--- src/rtl/regfile_scoreboard_if.sv ---
// Issue / writeback / read bundle between decode and the register-file scoreboard.
// master = decode side, slave = regfile_scoreboard.
interface regfile_scoreboard_if #(
    parameter int DATA_W = 16
);
    logic              issue_valid;
    logic              issue_wen;
    logic [3:0]        issue_dst;
    logic [3:0]        src1;
    logic [3:0]        src2;
    logic [DATA_W-1:0] rd1;
    logic [DATA_W-1:0] rd2;
    logic              issue_ready;
    logic              wb_valid;
    logic [3:0]        wb_dst;
    logic [DATA_W-1:0] wb_data;
    logic [15:0]       busy_vec;
    logic              wb_err;

    modport master (
        output issue_valid, issue_wen, issue_dst, src1, src2,
        output wb_valid, wb_dst, wb_data,
        input  rd1, rd2, issue_ready, busy_vec, wb_err
    );

    modport slave (
        input  issue_valid, issue_wen, issue_dst, src1, src2,
        input  wb_valid, wb_dst, wb_data,
        output rd1, rd2, issue_ready, busy_vec, wb_err
    );
endinterface

--- src/rtl/regfile_scoreboard.sv ---
// 16-entry register file with per-register pending-write counters that gate
// instruction issue on RAW hazards and on counter saturation.
// Optional macro REGFILE_BYPASS_EN: forwards writeback data to reads and lets
// a source whose last pending write is retiring this cycle count as not busy.
module regfile_scoreboard #(
    parameter int DATA_W = 16
) (
    input  logic                  clk,
    input  logic                  rst,
    regfile_scoreboard_if.slave   bus
);

`ifdef REGFILE_BYPASS_EN
    localparam bit BYPASS = 1'b1;
`else
    localparam bit BYPASS = 1'b0;
`endif

    logic [15:0][DATA_W-1:0] regs_q, regs_d;
    logic [15:0][1:0]        pend_q, pend_d;
    logic                    err_q,  err_d;
    logic                    ready;
    logic                    accept;
    logic                    wb_act;

    // A source is busy while writes are pending, unless the single remaining
    // write is retiring right now and its data can be forwarded.
    function automatic logic src_busy(input logic [3:0] idx);
        logic relief;
        relief = BYPASS && bus.wb_valid && (bus.wb_dst == idx) && (pend_q[idx] == 2'd1);
        return (pend_q[idx] != 2'd0) && !relief;
    endfunction

    // R0 reads as zero; forwarding path only exists with bypass enabled.
    function automatic logic [DATA_W-1:0] rd_sel(input logic [3:0] idx);
        if (idx == 4'd0)
            return '0;
        else if (BYPASS && bus.wb_valid && (bus.wb_dst == idx))
            return bus.wb_data;
        else
            return regs_q[idx];
    endfunction

    // Combinational read ports, hazard check and status outputs.
    always_comb begin
        ready = bus.issue_valid
             && !src_busy(bus.src1)
             && !src_busy(bus.src2)
             && !(bus.issue_wen && (bus.issue_dst != 4'd0) && (pend_q[bus.issue_dst] == 2'd3));
        bus.issue_ready = ready;
        bus.rd1         = rd_sel(bus.src1);
        bus.rd2         = rd_sel(bus.src2);
        bus.wb_err      = err_q;
        for (int i = 0; i < 16; i++)
            bus.busy_vec[i] = (pend_q[i] != 2'd0);
    end

    // Next state: counter inc/dec (cancelling when both hit one register),
    // register write, sticky error on writeback without a pending write.
    always_comb begin
        pend_d = pend_q;
        regs_d = regs_q;
        err_d  = err_q;
        accept = ready && bus.issue_wen && (bus.issue_dst != 4'd0);
        wb_act = bus.wb_valid && (bus.wb_dst != 4'd0);
        for (int i = 1; i < 16; i++) begin
            logic inc, dec;
            inc = accept && (bus.issue_dst == 4'(i));
            dec = wb_act && (bus.wb_dst == 4'(i)) && (pend_q[i] != 2'd0);
            if (inc && !dec)
                pend_d[i] = pend_q[i] + 2'd1;
            else if (dec && !inc)
                pend_d[i] = pend_q[i] - 2'd1;
        end
        pend_d[0] = 2'd0;
        if (wb_act) begin
            regs_d[bus.wb_dst] = bus.wb_data;
            if (pend_q[bus.wb_dst] == 2'd0)
                err_d = 1'b1;
        end
        regs_d[0] = '0;
    end

    // State registers; reset wins over any same-cycle issue or writeback.
    always_ff @(posedge clk) begin
        if (rst) begin
            regs_q <= '0;
            pend_q <= '0;
            err_q  <= 1'b0;
        end else begin
            regs_q <= regs_d;
            pend_q <= pend_d;
            err_q  <= err_d;
        end
    end

endmodule
--- src/flat_wrapper.sv ---
// flat-port wrapper written by rule: the top's interface ports become plain ports
module regfile_scoreboard_flat 
#(
    parameter int DATA_W = 16
)
  (clk, rst, bus_issue_valid, bus_issue_wen, bus_issue_dst, bus_src1, bus_src2, bus_wb_valid, bus_wb_dst, bus_wb_data, bus_rd1, bus_rd2, bus_issue_ready, bus_busy_vec, bus_wb_err);
  regfile_scoreboard_if #(.DATA_W(DATA_W)) bus_i ();
  input  logic clk;
  input  logic rst;
  input wire logic [$bits(bus_i.issue_valid)-1:0] bus_issue_valid;
  input wire logic [$bits(bus_i.issue_wen)-1:0] bus_issue_wen;
  input wire logic [$bits(bus_i.issue_dst)-1:0] bus_issue_dst;
  input wire logic [$bits(bus_i.src1)-1:0] bus_src1;
  input wire logic [$bits(bus_i.src2)-1:0] bus_src2;
  input wire logic [$bits(bus_i.wb_valid)-1:0] bus_wb_valid;
  input wire logic [$bits(bus_i.wb_dst)-1:0] bus_wb_dst;
  input wire logic [$bits(bus_i.wb_data)-1:0] bus_wb_data;
  output wire logic [$bits(bus_i.rd1)-1:0] bus_rd1;
  output wire logic [$bits(bus_i.rd2)-1:0] bus_rd2;
  output wire logic [$bits(bus_i.issue_ready)-1:0] bus_issue_ready;
  output wire logic [$bits(bus_i.busy_vec)-1:0] bus_busy_vec;
  output wire logic [$bits(bus_i.wb_err)-1:0] bus_wb_err;
  assign bus_i.issue_valid = bus_issue_valid;
  assign bus_i.issue_wen = bus_issue_wen;
  assign bus_i.issue_dst = bus_issue_dst;
  assign bus_i.src1 = bus_src1;
  assign bus_i.src2 = bus_src2;
  assign bus_i.wb_valid = bus_wb_valid;
  assign bus_i.wb_dst = bus_wb_dst;
  assign bus_i.wb_data = bus_wb_data;
  assign bus_rd1 = bus_i.rd1;
  assign bus_rd2 = bus_i.rd2;
  assign bus_issue_ready = bus_i.issue_ready;
  assign bus_busy_vec = bus_i.busy_vec;
  assign bus_wb_err = bus_i.wb_err;
  regfile_scoreboard #(.DATA_W(DATA_W)) u_core (.clk(clk), .rst(rst), .bus(bus_i));
endmodule
--- config.mk ---
export PLATFORM = sky130hd
export DESIGN_NAME = regfile_scoreboard_flat
export DESIGN_NICKNAME = d
export VERILOG_FILES = /design/src/rtl/regfile_scoreboard_if.sv /design/src/rtl/regfile_scoreboard.sv /design/src/flat_wrapper.sv
export SDC_FILE = /design/constraint.sdc
export NUM_CORES = 1
export LEC_CHECK = 0
export BUFFER_PORTS_ARGS = -buffer_cell sky130_fd_sc_hd__buf_2
export CORE_MARGIN = 3
export CORE_UTILIZATION = 30
export DETAILED_ROUTE_END_ITERATION = 7
export GPL_ROUTABILITY_DRIVEN = 0
export GPL_TIMING_DRIVEN = 1
export PLACE_DENSITY = 0.58
export SLEW_MARGIN = 10
export SYNTH_ARGS = -nofsm -noshare
export SYNTH_HDL_FRONTEND = slang
export SYNTH_SLANG_ARGS = --single-unit
--- constraint.sdc ---
create_clock -name clk -period 3 [get_ports clk]
set_clock_uncertainty 0.2 [all_clocks]
set_input_delay 0.3 -clock clk [delete_from_list [all_inputs] [get_ports clk]]
set_output_delay 0.3 -clock clk [all_outputs]
set_load 0.02 [all_outputs]
==> summary.md, run 1 <==
| Metric | Value |
|---|---|
| Status | `finished, violations left` |
| Failing checks | `setup timing` |
| Clock power share | `46.6%` |
| Internal | `6.340 mW` |
| Combinational share of power | `10.1%` |
| Vias in the first global route | `12914` |
| CTS H-tree depth | `1` |
| Final setup viols | `3` |
| Hold WS | `136.1 ps` |
| Total wire length | `52.77 mm` |
| Inst Count DP | `2278` |
| CP startpoint | `u_core.pend_q[13]` |
| Post-synth EDFFs | `0` |
| Mean post-synth cell area | `9.133 µm²` |
| Via count | `13001` |
| Crit. End Element | `flip-flop` |
| Die Ht | `226.6 µm` |
| Crit path buffers/inverters | `2` |
| First-pass GRT wire length | `78.34 mm` |
| Post-DP HPWL | `33.29 mm` |
| Core Region | `47950 µm²` |
| TritonCTS buffer count | `29` |
| Post-route setup TNS | `-91.55 ps` |
| Post-synth top flop | `dfxtp_1` |
| Critical path class | `flip-flop to flip-flop` |
| Tmin final | `3057 ps` |
| Nets | `1774` |
| Hold Startpoint | `rst` |
| # DRC | `0` |
| P_sw | `2.158 mW` |
| I/O Pins | `87` |
| Slew @ Worst Pin | `741.4 ps` |
| Initial DRC Count | `1238` |
| CP most frequent cell | `buf_12` |
| Die Width | `226.6 µm` |
| VDD IR max | `0.3706 mV` |
| Crit start category | `flip-flop` |
| Total grt overflow | `0` |
| Initial core utilization | `30.44%` |
| Ys async rst share | `0%` |
| Root buf cell | `clkbuf_16` |
| Synth Register Bits | `271` |
| Final non-filler cell total | `2360` |
| R2R Path Start | `u_core.pend_q[13]` |
| Fin. max-slew vios | `0` |
| Top cell family by delay on the critical path | `simple AND/OR/NAND/NOR gates` |
| RSZ-0062 raised after global routing | `yes` |
| Pre-antenna DRT Iters | `5` |
| CP max FO | `5` |
| Crit-path slowest cell | `mux4_2` |
| Port buffer count | `85` |
| Clk Latency, worst-skew pair | `590 ps` |
| FP Rows | `80` |
| Post-DR wirelength/cell | `22.36 µm` |
| CP peak stage delay | `510 ps` |
| Mapped cell area | `14590 µm²` |
| Min-Delay Path Class | `input port to flip-flop` |
| CTS tree | `built` |
| Pwr dens | `476.3 nW/µm²` |
| Final period util | `101.9%` |
| Sequential share of power | `43.3%` |
| Fin. Hold Viols | `0` |
| Post-synthesis cell type count | `49` |
| CTS sink cnt | `271` |
| Share of layout cells above drive strength 1 | `27.54%` |
| Clk buf depth | `3` |
| Sw frac | `25.39%` |
| Max_cap viols | `0` |
| CP Cell Sequence | `or2_1, mux4_2, mux2i_4, o32ai_4, buf_12, buf_12, nor4_4, ha_1, or3_1, a21oi_1` |
| Arr. time, crit path | `3370 ps` |
| Area grow syn2layout | `22.27%` |
| Largest net degree at the start of global routing | `101` |
| Max frequency | `327.1 MHz` |
| Post-route setup slack | `-57.21 ps` |
| Static leakage | `6.339 nW` |
| Synth warnings | `0` |
| GRT Total Usage | `20.05%` |
| DR vias/cell | `5.509` |
| Rel. slew slack | `50.57%` |
| Critical Path RT | `3320 ps` |
| Die area | `51330 µm²` |
| Final Cell Area | `17840 µm²` |
| Clock Pin Slew Worst Setup and Hold Paths | `70 ps` |
| DP Area | `16260 µm²` |
| Synthesized net count | `1650` |
| Antenna-violating nets left | `0` |
| Initial antenna violation count | `3` |
| Cells after Synth | `1598` |
| Seq/Total Area, Yosys | `37.17%` |
==> flip-flops by register name, indices dropped and copies added, names as in the netlist <==
| name | flops |
|---|---|
| u_core.regs_q | 240 |
| u_core.pend_q | 30 |
| u_core.bus.wb_err | 1 |
==> per-stage QoR <==
| step | power [mW] | worst slack, ps | util (%) |
|---|---|---|---|
| 2_1_floorplan | 4.241 | 54.03 | - |
| 3_3_place_gp | 4.534 | -139.0 | 33.91 |
| 3_5_place_dp | 4.546 | -269.8 | 33.91 |
| 4_1_cts | 8.537 | -58.77 | 36.82 |
| 5_1_grt | 8.748 | -157.7 | 37.21 |
| 6_report | 8.498 | -57.21 | 37.22 |
==> final timing paths <==
check	slack (ps)	end	cells past startpoint
max reg2reg	-60	u_core.pend_q[23]	10
min reg2reg	270	u_core.regs_q[252]	2
min	140	u_core.regs_q[183]	2
max	-60	u_core.pend_q[23]	10
==> per-layer routing <==
layer	routed length, µm	up-vias	track usage (%)
met5	11	-	0
met1	19370	6303	22.94
met3	4245	185	4.480
met2	26270	599	35.11
met4	2876	2	10.35
li1	-	5912	-
==> layout make-up <==
class / count / area [µm²]
fillers: 4693 / 30100
multi-input cells: 1181 / 8822
flip-flops and latches: 271 / 5440
repair buffers: 228 / 1728
clock buffers: 40 / 837.1
well taps: 615 / 769.5
clock inverters: 12 / 200.2
inverters: 11 / 41.29
diodes: 2 / 5.005
==> power groups by stage <==
| stage | registers, mW | clock network [mW] | logic [mW] |
|---|---|---|---|
| floorplan | 3.75 | 0 | 0.492 |
| global placement | 3.75 | 0 | 0.781 |
| detailed placement | 3.76 | 0 | 0.789 |
| CTS | 3.68 | 4.03 | 0.832 |
| global route | 3.68 | 4.16 | 0.909 |
| finish | 3.68 | 3.96 | 0.862 |
==> kinds of logic (layout without fill, tap and decap cells) <==
family | after synthesis | after routing | synth area share (%)
DFF | 271 | 271 | 37.17
xor gates and xnor gates | 30 | 30 | 1.800
adders and majority gates | 15 | 15 | 1.286
other | 1 | 3 | 0.02570
AOI/OAI and AO/OA | 311 | 311 | 12.01
and+or+nand+nor | 632 | 632 | 18.18
buffers and inverters | 146 | 291 | 4.064
muxes | 192 | 192 | 25.46
==> Yosys cell counts, types with 2 or more instances <==
cell	instances	area, µm²
mux2i_1	18	180.2
a221o_1	2	20.02
and3_1	2	12.51
or2_2	2	12.51
a31oi_1	2	12.51
mux4_1	3	78.83
buf_1	13	48.80
ha_1	15	187.7
o21bai_1	2	15.01
nand2b_1	6	37.54
nor3b_1	2	15.01
inv_1	10	37.54
buf_4	3	22.52
nor2_1	55	206.5
or2_1	4	25.02
or3_1	17	106.4
o21ai_0	16	80.08
nor3_1	11	55.05
a21oi_1	244	1221
xor2_1	30	262.8
nor4b_1	4	35.03
nor2b_1	8	50.05
mux4_2	136	3063
nor4_2	9	112.6
a22o_1	34	297.8
dfxtp_1	271	5425
nand4_1	3	18.77
clkbuf_1	102	382.9
buf_2	15	75.07
mux2_2	35	394.1
nand3_1	13	65.06
nor4_1	7	43.79
a311oi_1	3	26.28
nand2_1	485	1821
buf_6	2	22.52
==> placed cells by master, fill, tap and decap left out, drive strengths merged, types with 3 or more instances in the layout <==
master       count
mux4           139
inv             12
nand3           13
nand2          485
clkbuf          41
nor3            12
buf            208
mux2i           18
nor4b            4
a21oi          244
nand4            3
o21ai           16
xor2            30
a311oi           3
nor2            55
clkinv           6
nor4            16
ha              15
nor2b            8
dlygate4sd3     18
or3             17
nand2b           6
bufinv           5
a22o            34
mux2            35
or2              6
dfxtp          271
==> timing repair <==
item	in CTS	in global routing
setup buffers	4	4
cloned	1	1
pin swaps	18	18
endpoints found under the hold margin	241	0
setup endpoints to repair	10	24
gates resized for setup	18	32
hold buffers	18	0
No activity file was read; power rests on OpenSTA's default activity.
==> run 2: changes to the inputs <==
--- a/config.mk
+++ b/config.mk
@@ -5,9 +5,11 @@
 export SDC_FILE = /design/constraint.sdc
 export NUM_CORES = 1
 export LEC_CHECK = 0
+export ABC_AREA = 1
 export BUFFER_PORTS_ARGS = -buffer_cell sky130_fd_sc_hd__buf_2
 export CORE_MARGIN = 3
 export CORE_UTILIZATION = 30
+export CTS_BUF_LIST = sky130_fd_sc_hd__clkbuf_16
 export DETAILED_ROUTE_END_ITERATION = 7
 export GPL_ROUTABILITY_DRIVEN = 0
 export GPL_TIMING_DRIVEN = 1
==> run 2 against run 1 <==
  * The run now ends clean
  * Clock power down 3%
  * Count of clock-buffer cells in the layout is 5 lower
  * Via count rose by 22%
  * Total power is 1.8% higher
  * First-iteration DRC count up 34%
  * Critical path depth down 2
  * Critical endpoint is now bus_rd2[7]
==> summary.md, run 2 <==
| Metric | Value |
|---|---|
| Most frequent cells after synthesis | `481 x nand2_1, 309 x a21oi_1, 271 x dfxtp_1` |
| End of the worst hold path | `u_core.regs_q[120]` |
| Post-synth EDFFs | `0 (unchanged)` |
| Area grow syn2layout | `15.43%` |
| Max_cap viols | `0 (unchanged)` |
| Initial antenna violation count | `2 (-1)` |
| Largest net degree at the start of global routing | `84 (-17%)` |
| Filler instances | `5088 (+8.4%)` |
| Nets | `2284 (+29%)` |
| Vias in the first global route | `14893 (+15%)` |
| Most common cell after layout, fill and taps aside | `nand2_1` |
| Min-Delay Path Class | `input port to flip-flop` |
| Critical path class | `input port to primary output` |
| Status | `finished, final reports clean` |
| Synthesized net count | `2254 (+37%)` |
| Leading area contributor after synthesis | `dfxtp_1` |
| Sw frac | `28.79% (+3.4 points)` |
| Hold Startpoint | `bus_wb_data[8]` |
| Area share of xor/xnor cells in the synthesized design | `0.6555% (-1.1 points)` |
| Clock power share | `44.6% (-2.0 points)` |
| Post-synthesis mux area share | `0% (-25 points)` |
| Seq/Total Area, Yosys | `36.91% (-0.26 points)` |
| Die area | `51680 µm² (+0.69%)` |
| Mapped cell area | `14700 µm² (+0.70%)` |
| Sequential share of power | `42.6% (-0.7 points)` |
| Final setup viols | `0 (-3)` |
| Ys async rst share | `0% (unchanged)` |
| Fin. max-slew vios | `0 (unchanged)` |
| First-pass GRT wire length | `89.22 mm (+14%)` |
| Crit. End Element | `primary output` |
| Root buf cell | `clkbuf_16` |
| Combinational share of power | `12.8% (+2.7 points)` |
| CTS H-tree depth | `2 (+1)` |
| Hold WS | `19.52 ps (-116.6 ps)` |
| Rel. slew slack | `31.31% (-19 points)` |
| Slew @ Worst Pin | `1029 ps (+287.8 ps)` |
| Via count | `15887 (+22%)` |
| Critical Path RT | `2500 ps (-820 ps)` |
| CTS sink cnt | `271 (unchanged)` |
| Cells after Synth | `2202 (+38%)` |
| FP Rows | `80 (unchanged)` |
| Antenna-violating nets left | `0 (unchanged)` |
| Post-route setup TNS | `0 ps (+91.55 ps)` |
| VDD IR max | `0.3058 mV (-17%)` |
| P_sw | `2.490 mW (+15%)` |
| Die Ht | `227.3 µm (+0.34%)` |
| Most frequent cells in the layout | `480 x nand2_1, 309 x a21oi_1, 271 x dfxtp_1, 203 x nor2_1` |
| CTS tree | `built` |
| Arr. time, crit path | `2350 ps (-1020 ps)` |
| Top reg by flops | `u_core.regs_q` |
| Tmin final | `2851 ps (-206.1 ps)` |
| CP max FO | `41 (+36)` |
| Pre-antenna DRT Iters | `8 (+3)` |
| GRT Total Usage | `22.19% (+2.1 points)` |
| Static leakage | `6.180 nW (-2.5%)` |
| R2R cell count | `15 (+5)` |
| Clk Latency, worst-skew pair | `530 ps (-60 ps)` |
| DR vias/cell | `5.539 (+0.55%)` |
| Post-synth top area share | `36.91% (-0.26 points)` |
| Crit start category | `input port` |
| TritonCTS buffer count | `34 (+17%)` |
| R2R Path Start | `u_core.pend_q[6]` |
| Port buffer count | `85 (unchanged)` |
| Synth Register Bits | `271 (unchanged)` |
| Final period util | `95.04% (-6.9 points)` |
| Fin. Hold Viols | `0 (unchanged)` |
| Post-DR wirelength/cell | `20.53 µm (-8.2%)` |
| # DRC | `0 (unchanged)` |
| Most frequent cell after synthesis | `nand2_1` |
| Total grt overflow | `0 (unchanged)` |
| Initial core utilization | `30.59% (+0.15 points)` |
| Flop2flop setup slack | `230 ps (+290 ps)` |
| Number of cells on the worst hold path | `3 (+1)` |
| Die Width | `227.3 µm (+0.34%)` |
| Core Region | `48050 µm² (+0.21%)` |
| Total wire length | `58.89 mm (+12%)` |
| Share of layout cells above drive strength 1 | `10.70% (-17 points)` |
| Post-synth top flop | `dfxtp_1` |
| Max FFs per register | `240 (unchanged)` |
| Top area cells in the synthesized netlist | `dfxtp_1 37%, nand2_1 12%, a21oi_1 11%` |
| Mean post-synth cell area | `6.674 µm² (-27%)` |
| Compound-Gate Fraction of Synth Area | `30.73% (+19 points)` |
| I/O Pins | `87 (unchanged)` |
| Max frequency | `350.7 MHz (+7.2%)` |
| Initial DRC Count | `1659 (+34%)` |
| Reg-to-reg critical path endpoint | `u_core.pend_q[19]` |
| Pwr dens | `509.8 nW/µm² (+7.0%)` |
| Adder and majority cell fraction of the synthesized area | `1.277% (-0.0090 points)` |
| Clk buf depth | `3 (unchanged)` |
| Clock Pin Slew Worst Setup and Hold Paths | `50 ps (-20 ps)` |
| Post-Synth Simple-Gate Area | `20.58% (+2.4 points)` |
| RSZ-0062 raised after global routing | `no` |
| Internal | `6.158 mW (-2.9%)` |
| Synth warnings | `0 (unchanged)` |
| Post-synthesis cell type count | `33 (-33%)` |
| Largest family of logic cells by synthesized area | `compound AO/OA/AOI/OAI gates` |
| Post-DP HPWL | `38.73 mm (+16%)` |
run 2: what timing repair did:
action                                  4_1_cts  5_1_grt
endpoints found under the hold margin        41        0
setup buffers                                 0        0
resized for setup                             0        5
endpoints found under the setup margin        0        9
hold buffers                                 11        0
run 2: worst max-delay path by stage:
stage	startpoint	endpoint	depth (start not counted)
global route	u_core.pend_q[6]	u_core.pend_q[7]	15
detailed placement	u_core.pend_q[20]	u_core.pend_q[7]	15
finish	bus_src2[0]	bus_rd2[7]	8
CTS	u_core.pend_q[20]	u_core.pend_q[17]	15
global placement	u_core.pend_q[18]	u_core.pend_q[15]	15
floorplan	bus_issue_dst[0]	u_core.pend_q[31]	20
run 2: layout make-up:
class | instances | area, µm² | area share (%)
sequential | 271 | 5425 | 31.98
antenna | 1 | 2.502 | 0.01475
multi-input combinational | 1557 | 7858 | 46.32
timing repair buffer | 167 | 1140 | 6.719
clock inverter | 21 | 140.1 | 0.8260
inverter | 201 | 754.5 | 4.447
tap | 615 | 769.5 | 4.536
clock buffer | 35 | 875.8 | 5.163
run 2: stage by stage:
step           utilization (%)  power, mW  std cells  instance area (µm²)  worst slack, ps
3_3_place_gp             32.93      4.816       2800                15820            249.2
5_1_grt                  35.31      8.906       2868                16970            21.28
4_1_cts                  35.28      8.679       2867                16950            201.8
6_report                 35.31      8.648       2868                16970            148.9
3_5_place_dp             32.93      4.826       2800                15820            224.8
2_1_floorplan                -      4.390       2202                14700            543.4
run 2: power by group through the flow:
| stage | Sequential [mW] | Combinational (mW) | Clock, mW |
|---|---|---|---|
| floorplan | 3.76 | 0.631 | 0 |
| global placement | 3.76 | 1.05 | 0 |
| detailed placement | 3.76 | 1.06 | 0 |
| CTS | 3.69 | 1.08 | 3.91 |
| global route | 3.69 | 1.17 | 4.04 |
| finish | 3.69 | 1.11 | 3.85 |
run 2: kinds of logic (layout without fill, tap and decap cells):
group / after synthesis / in the layout
xor gates and xnor gates: 11 / 11
buffers and inverters: 374 / 424
and+or+nand+nor: 771 / 771
AOI/OAI and AO/OA: 759 / 759
DFF: 271 / 271
adders and majority gates: 15 / 15
other: 1 / 2
run 2: routing by layer:
metal,wire length (µm),global-route usage [%],vias to the layer above
li1,-,-,7509
met1,24180,28.76,7427
met2,26660,35.61,776
met3,4815,3.740,173
met4,3225,11.52,2
met5,11,0,-
run 2: critical path, cell delays in order:
cell	delay [ps]
buf_2	190
buf_4	410
a21oi_1	120
o21ai_0	150
o211ai_1	170
o211ai_1	540
nand2_1	230
buf_2	230
